<file path="config.mk">
export PLATFORM = sky130hd
export DESIGN_NAME = freq_sort_engine
export DESIGN_NICKNAME = d
export VERILOG_FILES = /design/src/rtl/freq_sort_engine.sv
export SDC_FILE = /design/constraint.sdc
export NUM_CORES = 2
export LEC_CHECK = 0
export BUFFER_PORTS_ARGS = -buffer_cell sky130_fd_sc_hd__buf_4
export CAP_MARGIN = 20
export CORE_ASPECT_RATIO = 1.4
export CORE_MARGIN = 8
export CORE_UTILIZATION = 64
export CTS_CLUSTER_DIAMETER = 80
export DETAILED_ROUTE_END_ITERATION = 6
export GPL_TIMING_DRIVEN = 0
export PLACE_DENSITY_LB_ADDON = 0.05
export SLEW_MARGIN = 20
export SYNTH_ARGS = -nofsm -noshare
export SYNTH_HDL_FRONTEND = slang
export SYNTH_SLANG_ARGS = --single-unit
</file>
<file path="constraint.sdc">
create_clock -name clk -period 19.8 [get_ports clk]
set_input_delay 0.99 -clock clk [delete_from_list [all_inputs] [get_ports clk]]
set_output_delay 0.99 -clock clk [all_outputs]
set_load 0.05 [all_outputs]
</file>
<file path="src/rtl/freq_sort_engine.sv">
// Frame symbol histogram followed by an odd-even transposition sort on {freq, symbol}.
// Optional macro FREQ_SAT_EN: counters saturate instead of wrapping.
module freq_sort_engine #(
  parameter int unsigned SYMBOLS      = 16,
  parameter int unsigned SYMBOL_WIDTH = 5,
  parameter int unsigned FREQ_WIDTH   = 16
) (
  input  logic                       clk,
  input  logic                       reset,
  input  logic                       clear_i,
  input  logic [SYMBOL_WIDTH-1:0]    sym_in_i,
  input  logic                       sym_valid_i,
  input  logic                       sym_last_i,
  output logic                       sym_ready_o,
  output logic [FREQ_WIDTH-1:0]      out_freq_o,
  output logic [SYMBOL_WIDTH-1:0]    out_sym_o,
  output logic                       out_valid_o,
  output logic                       out_last_o,
  input  logic                       out_ready_i,
  output logic [$clog2(SYMBOLS+1)-1:0] nonzero_count_o,
  output logic                       busy_o,
  output logic                       overflow_o,
  output logic                       bad_symbol_o
);

  localparam int unsigned IW  = (SYMBOLS > 1) ? $clog2(SYMBOLS) : 1;
  localparam int unsigned NZW = $clog2(SYMBOLS + 1);

  typedef enum logic [1:0] {StCount, StLoad, StSort, StEmit} state_e;

  state_e                  state_q;
  logic [FREQ_WIDTH-1:0]   cnt_q     [SYMBOLS];
  logic [FREQ_WIDTH-1:0]   sb_freq_q [SYMBOLS];
  logic [SYMBOL_WIDTH-1:0] sb_sym_q  [SYMBOLS];
  logic [FREQ_WIDTH-1:0]   sort_freq [SYMBOLS];
  logic [SYMBOL_WIDTH-1:0] sort_sym  [SYMBOLS];
  logic [IW-1:0]           pass_q, idx_q;
  logic [NZW-1:0]          nz_q, nz_calc;
  logic                    overflow_q, bad_q;
  logic                    accept, in_range, emit_last;

  assign sym_ready_o     = (state_q == StCount);
  assign busy_o          = (state_q != StCount);
  assign out_valid_o     = (state_q == StEmit);
  assign out_last_o      = out_valid_o && (idx_q == IW'(SYMBOLS - 1));
  assign out_freq_o      = out_valid_o ? sb_freq_q[idx_q] : '0;
  assign out_sym_o       = out_valid_o ? sb_sym_q[idx_q] : '0;
  assign nonzero_count_o = nz_q;
  assign overflow_o      = overflow_q;
  assign bad_symbol_o    = bad_q;

  assign accept    = sym_valid_i && sym_ready_o;
  assign in_range  = 32'(sym_in_i) < SYMBOLS;
  assign emit_last = out_last_o && out_ready_i;

  always_comb begin
    nz_calc = '0;
    for (int i = 0; i < SYMBOLS; i++) begin
      nz_calc = nz_calc + NZW'(cnt_q[i] != '0);
    end
  end

  // One transposition pass: pairs start at 0 on even passes, at 1 on odd passes.
  always_comb begin
    for (int i = 0; i < SYMBOLS; i++) begin
      sort_freq[i] = sb_freq_q[i];
      sort_sym[i]  = sb_sym_q[i];
    end
    for (int i = 0; i < SYMBOLS - 1; i++) begin
      if ((((i % 2) != 0) == pass_q[0]) &&
          ({sb_freq_q[i], sb_sym_q[i]} > {sb_freq_q[i+1], sb_sym_q[i+1]})) begin
        sort_freq[i]   = sb_freq_q[i+1];
        sort_sym[i]    = sb_sym_q[i+1];
        sort_freq[i+1] = sb_freq_q[i];
        sort_sym[i+1]  = sb_sym_q[i];
      end
    end
  end

  always_ff @(posedge clk or posedge reset) begin
    if (reset) begin
      state_q    <= StCount;
      pass_q     <= '0;
      idx_q      <= '0;
      nz_q       <= '0;
      overflow_q <= 1'b0;
      bad_q      <= 1'b0;
      for (int i = 0; i < SYMBOLS; i++) begin
        cnt_q[i]     <= '0;
        sb_freq_q[i] <= '0;
        sb_sym_q[i]  <= '0;
      end
    end else if (clear_i) begin
      state_q    <= StCount;
      pass_q     <= '0;
      idx_q      <= '0;
      nz_q       <= '0;
      overflow_q <= 1'b0;
      bad_q      <= 1'b0;
      for (int i = 0; i < SYMBOLS; i++) begin
        cnt_q[i]     <= '0;
        sb_freq_q[i] <= '0;
        sb_sym_q[i]  <= '0;
      end
    end else begin
      unique case (state_q)
        StCount: begin
          if (accept) begin
            if (in_range) begin
              for (int i = 0; i < SYMBOLS; i++) begin
                if (sym_in_i == SYMBOL_WIDTH'(i)) begin
                  if (cnt_q[i] == '1) overflow_q <= 1'b1;
`ifdef FREQ_SAT_EN
                  if (cnt_q[i] != '1) cnt_q[i] <= cnt_q[i] + FREQ_WIDTH'(1);
`else
                  cnt_q[i] <= cnt_q[i] + FREQ_WIDTH'(1);
`endif
                end
              end
            end else begin
              bad_q <= 1'b1;
            end
            if (sym_last_i) state_q <= StLoad;
          end
        end
        StLoad: begin
          for (int i = 0; i < SYMBOLS; i++) begin
            sb_freq_q[i] <= cnt_q[i];
            sb_sym_q[i]  <= SYMBOL_WIDTH'(i);
          end
          nz_q    <= nz_calc;
          pass_q  <= '0;
          idx_q   <= '0;
          state_q <= StSort;
        end
        StSort: begin
          for (int i = 0; i < SYMBOLS; i++) begin
            sb_freq_q[i] <= sort_freq[i];
            sb_sym_q[i]  <= sort_sym[i];
          end
          pass_q <= pass_q + IW'(1);
          if (pass_q == IW'(SYMBOLS - 1)) state_q <= StEmit;
        end
        StEmit: begin
          if (emit_last) begin
            state_q    <= StCount;
            idx_q      <= '0;
            nz_q       <= '0;
            overflow_q <= 1'b0;
            bad_q      <= 1'b0;
            for (int i = 0; i < SYMBOLS; i++) cnt_q[i] <= '0;
          end else if (out_ready_i) begin
            idx_q <= idx_q + IW'(1);
          end
        end
        default: state_q <= StCount;
      endcase
    end
  end

endmodule

</file>
# == After elaboration in Yosys (flattened, before gate mapping) ==
# Cells that the tools add are included.
# op_classes
bitwise_logic,2
reduce_logical,77
n_mux,139
magnitude_cmp,17
add_sub_neg,33
eq_ne,75
# op_table
operator,count
256-bit two-way mux,5
256-bit case mux with 2 select lines,2
32-bit two-way mux,15
21-bit greater-than comparator,15
16-bit two-way mux,19
16-bit by 1-bit adder with 16-bit output (second input constant),16
16-bit == test (second input constant),16
16-bit nonzero test,16
80-bit case mux with 2 select lines,1
10-bit two-way mux,15
80-bit two-way mux,1
5-bit AND reduction,16
16-bit binary-select mux with 4-bit select,1
1-bit two-way mux,59
3-bit by 2-bit != test with 1-bit output (second input constant),19
4-bit != test (second input constant),14
5-bit by 1-bit adder with 5-bit output,11
5-bit by 4-bit == test with 1-bit output (second input constant),8
2-bit AND reduction,18
5-bit two-way mux,5
5-bit binary-select mux with 4-bit select,1
5-bit by 3-bit == test with 1-bit output (second input constant),4
1-bit logical AND,18
4-bit two-way mux,4
26 further kinds,44
# totals
reg_bits,609
out_inout_bits,32
wordCells,397
inputBits,11

# == Depth between registers and ports, before layout ==
# logic_depth
ltp_word,57
depth_mapped,14
ltp_nobuf,14

# == Worst setup path after synthesis ==
# No wires, ideal clock.
# synth_path
kind,register to register
start,register cnt_q[240] in the netlist's numbering
end,"register nz_q[2], in the netlist nonzero_count_o[2]"
required_ns,19.678
path_buffers,0
path_stages_with_launch,14
period_less_slack_ns,4.122
t_arrival_ns,4.000
setup_slack_ns,15.678
setup_ns,0.122
path_cell_list,dfrtp_1 > inv_1 > ha_1 > nor4b_1 > and4_1 > fa_1 > inv_1 > fa_1 > fa_1 > fa_1 > ha_1 > fa_1 > xor2_1 > a32o_1
# synth_via
elab_chain_cells,18
# synth_lines
item,line,source
from (decl),32,logic [FREQ_WIDTH-1:0] cnt_q [SYMBOLS];
"from (signal, indexed assignment)",116,cnt_q[i] <= cnt_q[i] + FREQ_WIDTH'(1);
16-bit nonzero test,59,nz_calc = nz_calc + NZW'(cnt_q[i] != '0);
1-bit by 1-bit adder with 2-bit output,59,
2-bit by 1-bit adder with 3-bit output,59,
3-bit by 1-bit adder with 4-bit output,59,
4-bit by 1-bit adder with 5-bit output,59,
5-bit by 1-bit adder with 5-bit output (11 in series),59,
5-bit case mux with 2 select lines,106,unique case (state_q)
5-bit two-way mux,93,end else if (clear_i) begin
to (signal assigned),131,nz_q <= nz_calc;
to (decl),38,"logic [NZW-1:0] nz_q, nz_calc;"
# No other way between the ends.
# A chain may end at the register's enable or synchronous reset.

# == Worst setup path in the final report ==
# layout_path
start,register idx_q[0]
end,output out_freq_o[8]
# layout_via
elab_chain_cells,5
# layout_lines
item,line,source
from (decl),37,"logic [IW-1:0] pass_q, idx_q;"
from (signal assigned),153,idx_q <= idx_q + IW'(1);
4-bit inverter with 5-bit output (not written as such),46,assign out_freq_o = out_valid_o ? sb_freq_q[idx_q] : '0;
16-bit binary-select mux with 4-bit select,46,
16-bit two-way mux (not written as such) (2 in series),46,
16-bit two-way mux,46,
to (decl),15,"output logic [FREQ_WIDTH-1:0] out_freq_o,"
# No other way between the ends. The select of a mux whose other input is x is not followed.

==> flow_summary.yaml <==
synth:
  synth-simple-area-share_pct: 15.1
  async_reset_ff_share_pct: 100
  seq_area_frac_synth_pct: 35.8
  yosysWarnings: 0
  synth_seq_cells: 609
  syn-num-nets: 4910
  synthDistinctLibCells: 88
  yosysTopAreaCell: "dfrtp_1"
  synth_edf_count: 0
  synth.area.top_cells: "dfrtp_1 36%, ha_1 11%, mux4_2 5.6%, o21ai_0 4.0%, mux2i_1 3.9%"
  synth-xor-area-share_pct: 1.11
  synth_top_area_share_pct: 35.8
  synth_compound_area_share_pct: 20.0
  synthMuxAreaShare_pct: 11.0
  synth_cells: 4530
  synth_fa_ha_area_share_pct: 11.0
  yosysMostFrequentCell: "dfrtp_1"
  synth_area_um2: 42500
  syn_area_per_cell_um2: 9.39
  synth_top_family_by_area: "compound AO/OA/AOI/OAI gates"
  ys_top_cells_by_count: "609 x dfrtp_1, 385 x inv_1, 359 x ha_1, 342 x o21ai_0, 321 x nand2_1"
  synth_flop_cell: "dfrtp_1"
worst_hold_path:
  min_path_cells: 1
  min-delay-start: "nonzero_count_o[0]"
  hp-class: "register to register"
timing:
  min_period_ns: 5.83
  slew_violations: 0
  worst_pin_slew_ns: 1.24
  rsz0062_at_grt: "false"
  setup_viol_count_final: 0
  clock.fmax_ghz: 0.171
  slew_headroom_pct: 17.2
  finalCritPeriodShare_pct: 29.5
  hold_violations: 0
  setup_slack_ns: 13.97
  fin_skew_ns: 0.0300
power_and_ir_drop:
  leakage_nw: 20.3
  cellPowerDensity_nw_per_um2: 132
  peakVddDrop_v: 0.000233
detailed_routing:
  wirelength_um: 183000
  drt-vias-per-instance: 7.44
  ant_nets: 0
  wl_per_cell_um: 32.9
  vias: 41400
  remaining_drc_errors: 63
  firstDrtPassIters: 7
  drt_iter0_drc: 5986
setup_path:
  end_kind: "output pin"
  rrSetupSlack_ns: 14.89
  crit_path_end: "out_freq_o[8]"
  critPathBufInv: 5
  timing.rr.start: "state_q[0]"
  crit_start: "idx_q[0]"
  arrival_ns: 4.84
  crit_fanout: 10
  cp_data_required_time_ns: 18.81
  rr_worst_depth: 10
  path_class: "register to output pin"
  cp_cell_sequence: "clkbuf_1, buf_1, clkbuf_1, buf_2, mux4_2, mux4_2, and2_1, buf_4"
  crit_cells: 8
  path_delay_family: "buffers and inverters"
  start_kind: "register"
  r2r-end: "cnt_q[98]"
  slowest_delay_ns: 0.88
  cpMaxStageDelayCell: "buf_1"
die:
  dieArea_um2: 75100
  io_pins: 43
  initial_core_util_pct: 64.2
  die_w_um: 234
  core_um2: 66300
  die_h_um: 321
  fp-row-count: 112
place:
  placed_cells: 5432
  pre_cts_ws_ns: 14.83
  routabilityCongestion: 1.11
  dp_hpwl_um: 139000
  portBuffers: 39
clock_network:
  ctsResizeCount: 0
  postCtsHoldBufs: 0
  numCtsBuffers: 69
  clkTransAtPathRegs_ns: 0.06
  clockBufferDepth: 3
  cts_tree: "done"
  clock_sinks: 609
  clock_latency_ns: 0.66
  cts-root-buf: "clkbuf_16"
  htree_levels: 3
  cts_setup_buffers: 0
finish:
  drive_above_1_share_pct: 7.77
  fill_cells: 5363
  final_nets: 5029
  area_growth_pct: 8.94
  fin_cells: 5560
grt:
  globalRouteOverflowTotal: 0
  grt_pass1_wl_um: 265000
  grt_max_degree: 101
  grt_usage_pct: 48.7
  grt_pass1_vias: 40000
  antenna_found_initial: 14
run:
  cap_violations: 0
run_status:
  failed_checks: "design-rule violations"
  status: "finished with violations"
[stage by stage]
| stage | hold WS (ns) | cell area (um2) | TNS [ns] | utilization (%) | total power [mW] |
|---|---|---|---|---|---|
| after floorplan | 0.466 | 42500 | 0 | - | 3.60 |
| after global placement | 0.485 | 43900 | -3462.02 | 66.2 | 4.59 |
| after detailed placement | 0.486 | 44100 | 0 | 66.5 | 4.65 |
| after CTS | 0.499 | 46300 | 0 | 69.9 | 5.95 |
| after global routing | 0.526 | 46300 | 0 | 69.9 | 6.40 |
| final | 0.496 | 46300 | 0 | 69.9 | 6.12 |
[cell usage in the layout (no fill, tap or decap), types with 80 or more instances in the layout]
cell      count
mux2i_1     164
a21oi_1     178
nand4_1     111
mux4_2      105
nor3_1       86
ha_1        359
dfrtp_1     609
nand3_1     140
a221oi_1     80
and2_1      121
a222oi_1     97
inv_1       384
nand2_1     321
clkbuf_1    214
o21ai_0     341
nor2_1      277
[layer usage]
metal / global-route usage (%) / up-vias / part of all wire, %
met1: 49.6 / 20100 / 30
met2: 75.5 / 2908 / 45
met4: 52.8 / 14 / 14
li1: - / 17300 / -
met5: 0.133 / - / 0.054
met3: 15.1 / 1046 / 11
[registers in the layout, summed over array words and instances (netlist names)]
signal	count
overflow_o	1
cnt_q	256
sb_sym_q	80
bad_symbol_o	1
sb_freq_q	256
pass_q	4
state_q	2
nonzero_count_o	5
idx_q	4
[power breakdown]
group,switching [mW],leakage [nW],internal (mW)
Clock,0.579,1.10,0.735
Sequential,0.280,8.39,1.39
Combinational,2.04,10.8,1.09
[layout make-up]
type / count / area (um2) / share of cell area (%)
multi-input combinational: 3273 / 24800 / 53.5
sequential: 609 / 15200 / 32.9
clock buffer: 95 / 1970 / 4.24
inverter: 386 / 1460 / 3.14
buffer: 262 / 1100 / 2.37
tap: 855 / 1070 / 2.31
timing repair buffer: 48 / 488 / 1.05
clock inverter: 24 / 229 / 0.494
antenna: 8 / 20.0 / 0.0432
[worst min path at each step]
stage                          to  slack (ns)
2_1_floorplan        sb_sym_q[75]        0.47
3_5_place_dp   nonzero_count_o[0]        0.49
6_report       nonzero_count_o[0]        0.50
4_1_cts        nonzero_count_o[0]        0.50
5_1_grt        nonzero_count_o[4]        0.53
3_3_place_gp   nonzero_count_o[4]        0.49
[kinds of logic (layout without fill, tap and decap cells)]
kind of cell / count (synthesis) / count (layout)
AND/OR/NAND/NOR: 1287 / 1287
buffers and inverters: 648 / 815
XOR/XNOR: 54 / 54
AO/OA/AOI/OAI: 1234 / 1234
multiplexers: 329 / 329
adder cells (fa/ha/maj): 369 / 369
other: 0 / 8
flip-flops: 609 / 609
(Power assumes the default switching activity.)
